===== src/rtl/ext_pkg.sv =====
`default_nettype none
// ---------------------------------------------------------------------------
// ext_pkg : extension-mode encodings shared by the decoder and its users.
// Rev 1.0
// ---------------------------------------------------------------------------
package ext_pkg;

  localparam int MODE_W = 3;

  localparam logic [MODE_W-1:0] MODE_SEXT = 3'd0;
  localparam logic [MODE_W-1:0] MODE_ZEXT = 3'd1;
  localparam logic [MODE_W-1:0] MODE_LUI  = 3'd2;
  localparam logic [MODE_W-1:0] MODE_BOFS = 3'd3;
  localparam logic [MODE_W-1:0] MODE_LB   = 3'd4;
  localparam logic [MODE_W-1:0] MODE_LBU  = 3'd5;
  localparam logic [MODE_W-1:0] MODE_LH   = 3'd6;
  localparam logic [MODE_W-1:0] MODE_LHU  = 3'd7;

endpackage : ext_pkg
`default_nettype wire


===== src/rtl/ext_core.sv =====
`default_nettype none
// ---------------------------------------------------------------------------
// ext_core : stateless immediate extension, IN_W -> OUT_W by mode.
// Rev 1.0
// ---------------------------------------------------------------------------
module ext_core
  import ext_pkg::*;
#(
  parameter int IN_W  = 16,
  parameter int OUT_W = 32
) (
  input  logic [IN_W-1:0]   imm,
  input  logic [MODE_W-1:0] mode,
  output logic [OUT_W-1:0]  ext
);

  logic [OUT_W-1:0] sext_val;
  logic [OUT_W-1:0] bofs_val;

  assign sext_val = {{(OUT_W-IN_W){imm[IN_W-1]}}, imm};
  // Top two bits of the sign-extended value fall off; no overflow flag.
  assign bofs_val = {sext_val[OUT_W-3:0], 2'b00};

  always_comb begin
    ext = sext_val;
    case (mode)
      MODE_SEXT: ext = sext_val;
      MODE_ZEXT: ext = {{(OUT_W-IN_W){1'b0}}, imm};
      MODE_LUI:  ext = {imm[15:0], {(OUT_W-16){1'b0}}};
      MODE_BOFS: ext = bofs_val;
      MODE_LB:   ext = {{(OUT_W-8){imm[7]}}, imm[7:0]};
      MODE_LBU:  ext = {{(OUT_W-8){1'b0}}, imm[7:0]};
      MODE_LH:   ext = {{(OUT_W-16){imm[15]}}, imm[15:0]};
      MODE_LHU:  ext = {{(OUT_W-16){1'b0}}, imm[15:0]};
      default:   ext = sext_val;
    endcase
  end

endmodule : ext_core
`default_nettype wire


===== src/rtl/imm_ext_unit.sv =====
`default_nettype none
// ---------------------------------------------------------------------------
// imm_ext_unit : registered immediate extender with output + skid buffer.
// Rev 1.0
// ---------------------------------------------------------------------------
module imm_ext_unit
  import ext_pkg::*;
#(
  parameter int IN_W  = 16,
  parameter int OUT_W = 32,
  parameter int TAG_W = 5
) (
  input  logic              clk,
  input  logic              reset,
  input  logic              in_valid,
  output logic              in_ready,
  input  logic [IN_W-1:0]   in_imm,
  input  logic [MODE_W-1:0] in_mode,
  input  logic [TAG_W-1:0]  in_tag,
  input  logic              flush,
  output logic              out_valid,
  input  logic              out_ready,
  output logic [OUT_W-1:0]  out_imm,
  output logic [TAG_W-1:0]  out_tag
);

  logic [OUT_W-1:0] ext_val;
  logic             accept;

  logic             out_valid_q,  out_valid_d;
  logic [OUT_W-1:0] out_imm_q,    out_imm_d;
  logic [TAG_W-1:0] out_tag_q,    out_tag_d;
  logic             skid_valid_q, skid_valid_d;
  logic [OUT_W-1:0] skid_imm_q,   skid_imm_d;
  logic [TAG_W-1:0] skid_tag_q,   skid_tag_d;
  logic             in_ready_q,   in_ready_d;

  ext_core #(
    .IN_W  (IN_W),
    .OUT_W (OUT_W)
  ) u_ext_core (
    .imm  (in_imm),
    .mode (in_mode),
    .ext  (ext_val)
  );

  assign accept = in_valid && in_ready_q;

  always_comb begin
    out_valid_d  = out_valid_q;
    out_imm_d    = out_imm_q;
    out_tag_d    = out_tag_q;
    skid_valid_d = skid_valid_q;
    skid_imm_d   = skid_imm_q;
    skid_tag_d   = skid_tag_q;

    if (flush) begin
      out_valid_d  = 1'b0;
      skid_valid_d = 1'b0;
    end else if (skid_valid_q) begin
      // in_ready is low whenever SKID holds an item, so no accept here.
      if (out_ready || !out_valid_q) begin
        out_valid_d  = 1'b1;
        out_imm_d    = skid_imm_q;
        out_tag_d    = skid_tag_q;
        skid_valid_d = 1'b0;
      end
    end else if (accept) begin
      if (!out_valid_q || out_ready) begin
        out_valid_d = 1'b1;
        out_imm_d   = ext_val;
        out_tag_d   = in_tag;
      end else begin
        skid_valid_d = 1'b1;
        skid_imm_d   = ext_val;
        skid_tag_d   = in_tag;
      end
    end else if (out_valid_q && out_ready) begin
      out_valid_d = 1'b0;
    end

    in_ready_d = !skid_valid_d;
  end

  always_ff @(posedge clk) begin
    if (reset) begin
      out_valid_q  <= 1'b0;
      out_imm_q    <= '0;
      out_tag_q    <= '0;
      skid_valid_q <= 1'b0;
      skid_imm_q   <= '0;
      skid_tag_q   <= '0;
      in_ready_q   <= 1'b1;
    end else begin
      out_valid_q  <= out_valid_d;
      out_imm_q    <= out_imm_d;
      out_tag_q    <= out_tag_d;
      skid_valid_q <= skid_valid_d;
      skid_imm_q   <= skid_imm_d;
      skid_tag_q   <= skid_tag_d;
      in_ready_q   <= in_ready_d;
    end
  end

  assign in_ready  = in_ready_q;
  assign out_valid = out_valid_q;
  assign out_imm   = out_imm_q;
  assign out_tag   = out_tag_q;

endmodule : imm_ext_unit
`default_nettype wire

===== config.mk =====
export PLATFORM = sky130hd
export DESIGN_NAME = imm_ext_unit
export DESIGN_NICKNAME = d
export VERILOG_FILES = /design/src/rtl/ext_pkg.sv /design/src/rtl/ext_core.sv /design/src/rtl/imm_ext_unit.sv
export SDC_FILE = /design/constraint.sdc
export NUM_CORES = 1
export LEC_CHECK = 0
export BUFFER_PORTS_ARGS = -buffer_cell sky130_fd_sc_hd__buf_2
export CAP_MARGIN = 5
export CORE_UTILIZATION = 60
export CTS_CLUSTER_SIZE = 40
export DETAILED_ROUTE_END_ITERATION = 10
export PLACE_DENSITY_LB_ADDON = 0.08
export SYNTH_ARGS = -nofsm -noshare
export SYNTH_HDL_FRONTEND = slang
export SYNTH_HIERARCHICAL = 1
export SYNTH_SLANG_ARGS = --single-unit

===== constraint.sdc =====
create_clock -name clk -period 3.02 [get_ports clk]
set_input_delay 0 -clock clk [delete_from_list [all_inputs] [get_ports clk]]
set_output_delay 0 -clock clk [all_outputs]
set_load 0.05 [all_outputs]

* After elaboration in Yosys (flattened, before gate mapping) *
Index checks and enable logic that the tools add are counted.

operators by class
  equality and inequality tests = 7
  muxes and demuxes = 17
  bitwise gates (word level) = 3
  reductions and logical operators = 13

operator list
  kind                                            count
  case mux 32 bit (6 select lines)                1
  2-to-1 mux 32 bit                               4
  2-to-1 mux 5 bit                                4
  == test 3 bit (second input constant)           4
  2-to-1 mux 1 bit                                8
  == test 3 x 2 -> 1 bit (second input constant)  2
  OR reduction 2 bit                              3
  AND reduction 4 bit                             1
  == test 3 x 1 -> 1 bit (second input constant)  1
  zero test 3 bit                                 1
  NOT 1 bit                                       3
  AND reduction 3 bit                             1
  nonzero test 3 bit                              1
  logical AND 1 bit                               2
  zero test 1 bit                                 2
  nonzero test 2 bit                              1
  logical OR 1 bit                                1

word-level totals
  bits in registers = 77
  input bits = 29
  output and inout bits = 39
  word-level logic and storage cells = 47

* Logic depth before layout (Yosys ltp) *
  depth in word-level cells = 7
  gate-level depth with buffers = 9
  gate-level depth less buffers = 6

* By module *
Netlist, hierarchy kept.

modules (own cells, without submodules)
  module        instances  cells an instance  area each (um^2)  sequential area each (um^2)
  imm_ext_unit  1          381                3831.2            1541.5
  ext_core      1          100                558.0             0.0

* Worst setup path before layout *
Ideal clock, no wire load.

  path type = reg2reg
  start = register in_ready_q, in the netlist in_ready
  end = register out_imm_q[12], in the netlist out_imm[12]
  library setup time = 0.081 ns
  arrival time = 1.676 ns
  data required time = 2.939 ns
  setup slack = 1.262 ns
  stages on the path, launching flop included = 6
  path buffers = 2
  clock period less this slack = 1.758 ns
  path through = dfxtp_1 > a21oi_1 > or3_1 > buf_2 > buf_6 > a211oi_2

on the way
  longest elaborated chain between the ends = 3

RTL lines
  what                           RTL line             source
  start, declared                imm_ext_unit.sv:36   logic in_ready_q, in_ready_d;
  start signal, assigned         imm_ext_unit.sv:101  in_ready_q <= in_ready_d;
  logical AND 1 bit              imm_ext_unit.sv:47   assign accept = in_valid && in_ready_q;
  nonzero test 2 bit (no line)   --
  AND reduction 3 bit (no line)  --
  end signal, assigned           imm_ext_unit.sv:96   out_imm_q <= out_imm_d;
  end, declared                  imm_ext_unit.sv:31   logic [OUT_W-1:0] out_imm_q, out_imm_d;

No other way between the ends.
A chain may end at the register's enable or synchronous reset.

* Worst setup path after layout *
  start = register skid_valid_q
  end = register skid_imm_q[17]

on the way
  longest elaborated chain between the ends = 2

RTL lines
  what                           RTL line            source
  start, declared                imm_ext_unit.sv:33  logic skid_valid_q, skid_valid_d;
  start signal, assigned         imm_ext_unit.sv:98  skid_valid_q <= skid_valid_d;
  NOT 1 bit (no line)            --
  AND reduction 4 bit (no line)  --
  end signal, assigned           imm_ext_unit.sv:99  skid_imm_q <= skid_imm_d;
  end, declared                  imm_ext_unit.sv:34  logic [OUT_W-1:0] skid_imm_q, skid_imm_d;

No other way between the ends.

==> summary.md <==
| Metric | Value |
|---|---|
| Final GP Congestion | `roughly 0.87` |
| Number of gates resized after cts | `0` |
| Switching Share | `0.297` |
| Status | `finished clean` |
| Slew margin rel. | `0.300` |
| Sequential fraction of the synthesis area | `0.351` |
| Clk network pwr share | `0.385` |
| Clock Latency Late Sink | `roughly 350 ps` |
| EDFF count, synth | `0` |
| ANT cells | `0` |
| Syn nets | `510` |
| WL final | `10100 um` |
| RSZ-0062 raised after global routing | `false` |
| Int Power | `~1800 uW` |
| Vias | `around 3600` |
| Max FO, Critical Path | `38` |
| Peak Freq | `around 0.52 GHz` |
| Fillers | `slightly below 600` |
| Worst path arrival time | `around 2200 ps` |
| Register area | `approximately 1500 um^2` |
| Cell count after synthesis | `between 400 and 500` |
| Yosys top cell area share | `0.351` |
| Initial DRC count | `193` |
| Fin nets | `approximately 550` |
| Clock tree from TritonCTS | `yes` |
| Switching power of the nets | `756 uW` |
| Final hold violations | `0` |
| Initial antenna violation count | `0` |
| Die H | `approximately 88 um` |
| CTS Buf Count | `9` |
| XOR/XNOR Fraction of Synth Area | `0.00200` |
| Worst hold path type | `input port to flip-flop` |
| Post-DRT Antenna Nets | `0` |
| Yosys top cell by area | `dfxtp_1` |
| Largest family of logic cells by synthesized area | `simple AND/OR/NAND/NOR gates` |
| P&R area growth vs syn | `12.7%` |
| Placement Setup Slack | `between 900 and 1000 ps` |
| Row cnt | `30` |
| Clock Skew | `12.0 ps` |
| CP endpoint kind | `flip-flop` |
| Cell variety after synth | `33` |
| Ys flop type | `dfxtp_1` |
| Synth Warn # | `6` |
| Adder-cell share of the synthesized area | `0.00228` |
| Register bit total from synthesis | `77` |
| Fin crit share | `0.635` |
| Startpoint types | `flip-flop` |
| Critical path, cell by cell | `buf_4 > nor4_2 > buf_4 > mux2i_1` |
| IO Port Bufs | `between 60 and 70` |
| Setup TNS | `0 ps` |
| Worst ir drop on vdd | `between 0.2 and 0.3 mV` |
| PD cells | `514 nW/um^2` |
| First-pass DRT Iterations | `5` |
| Hold buffers post-CTS | `5` |
| Die Wd | `87.5 um` |
| Commonest cells in the netlist | `dfxtp_1, nand2b_1, inv_1, mux2i_1, nor4_1` |
| Remaining Overflow, GRT | `0` |
| Min Clock Period, post-route | `approximately 1900 ps` |
| Die area | `7660 um^2` |
| Most frequent cell after synthesis | `dfxtp_1` |
| Setup-failing EPs final | `0` |
| Final WS setup | `1100 ps` |
| Slowest stage delay, CP | `about 600 ps` |
| Combinational Power Share | `0.194` |
| Root Driver | `clkbuf_8` |
| Clock-pin slew on the worst setup and hold paths | `~90 ps` |
| Least-Margin Pin Slew | `1050 ps` |
| First-pass GRT wire length | `between 15000 and 20000 um` |
| Setup Crit Path Kind | `flip-flop to flip-flop` |
| Max-cap viol count | `0` |
| Layout cells sized above 1 | `0.239` |
| Mux share of post-synthesis cell area | `0.182` |
| # Post-CTS Setup Buffers | `0` |
| DR WL/cell | `~16 um` |
| Sequential Power Share | `0.422` |
| I/O pin count | `68` |
| Avg Inst Size Synth | `around 9 um^2` |
| Clock Sinks | `just under 80` |
| Post-Synth Simple-Gate Area | `0.220` |
| Maximum buffer depth of the clock tree | `2` |
| Starting Density | `0.632` |
| Synth async-reset ratio | `0` |
| Synth Area in Compound Gates | `0.149` |
| Total GRT Usage | `0.274` |
| DRC Markers | `0` |
| Core ar. | `around 6900 um^2` |
| Area contributors post-synth | `dfxtp_1, nand2b_1, mux2_1, mux2i_1, a211oi_2` |
| Via density | `roughly 5.7` |
| Vias in the first global route | `3263` |
| H-tree levels | `3` |
| CP max stage cell | `buf_4` |
| Largest net degree at the start of global routing | `114` |
| Multi-input logic area | `approximately 2400 um^2` |
| CP most frequent cell | `buf_4` |
| WP data required | `between 3000 and 4000 ps` |
| Hpwl dp | `just over 6000 um` |
| Post-Syn Area | `approximately 4400 um^2` |
| Final-report max-slew violation count | `0` |
| Leak | `between 0.0015 and 0.002 uW` |
[path summary, 6_finish.rpt]
kind	cells past startpoint	endpoint	startpoint	slack, ps
worst min register to register	2	out_tag[4]	out_tag[4]	450
worst max-delay path	4	skid_imm_q[17]	skid_valid_q	1100
worst min-delay path	3	out_valid	out_ready	40
worst max register to register	4	skid_imm_q[17]	skid_valid_q	1100
[layout by cell type (no fill, tap or decap), types with 2 or more instances in the layout]
cell type	synthesis	routed
clkinv_1	2	2
a21oi_1	15	14
nand3_1	15	15
dlygate4sd3_1	0	5
mux2_1	37	37
nor4_1	38	37
o21ai_0	6	6
nand2_1	29	29
bufinv_16	0	3
nand2b_1	76	76
buf_4	7	4
a221oi_1	7	7
clkbuf_8	0	10
a211oi_2	30	30
clkinv_2	0	2
dfxtp_1	77	76
buf_2	14	67
mux2i_1	38	38
and2_1	2	2
a211oi_1	9	9
inv_1	38	38
[cell type report]
cell class,instances,share of cell area
multi-input cells,316,0.495
flip-flops and latches,77,0.312
repair buffers,77,0.0880
inverters,41,0.0311
clock buffers,10,0.0278
well taps,96,0.0243
clock inverters,6,0.0220
[per-stage QoR]
step           instances  utilization  hold WS (ps)  total power (uW)  cell area, um^2
2_1_floorplan        481            -           145              1480             4390
3_3_place_gp         602        0.670           273              1570             4650
3_5_place_dp         602        0.670           287              1580             4650
4_1_cts              623        0.713          33.8              2550             4950
5_1_grt              623        0.713          57.9              2630             4950
6_report             623        0.713          42.1              2540             4950
[flip-flops by register name, indices dropped and copies added, names as in the netlist]
name / cells
out_imm: 32
skid_imm_q: 32
out_tag: 5
skid_tag_q: 5
in_ready: 1
out_valid: 1
skid_valid_q: 1
[per-layer routing]
layer,part of all wire,global-route usage
met5,0,0
met2,0.45,0.442
met1,0.48,0.378
met3,0.051,0.0320
met4,0.013,0.103
[critical path: cells and delay by family (launching register included)]
kind,cells,cell delay [ps]
buffers and inverters,2,880
multiplexers,1,270
flip-flops,1,330
AND/OR/NAND/NOR,1,320
[power by group through the flow]
stage / combinational (uW) / sequential, uW / clock [uW]
2_1_floorplan: 256 / 1220 / 0
3_3_place_gp: 479 / 1090 / 0
6_report: 493 / 1070 / 978
3_5_place_dp: 485 / 1100 / 0
5_1_grt: 530 / 1080 / 1030
4_1_cts: 493 / 1070 / 984
[logic make-up (layout without fill, tap and decap cells)]
logic type / count (synthesis) / after routing
AND/OR/NAND/NOR: 167 / 167
buffers and inverters: 88 / 134
flip-flops: 77 / 77
multiplexers: 75 / 75
AO/OA/AOI/OAI: 72 / 72
adder cells (fa/ha/maj): 1 / 1
XOR/XNOR: 1 / 1
(Power assumes the default switching activity.)
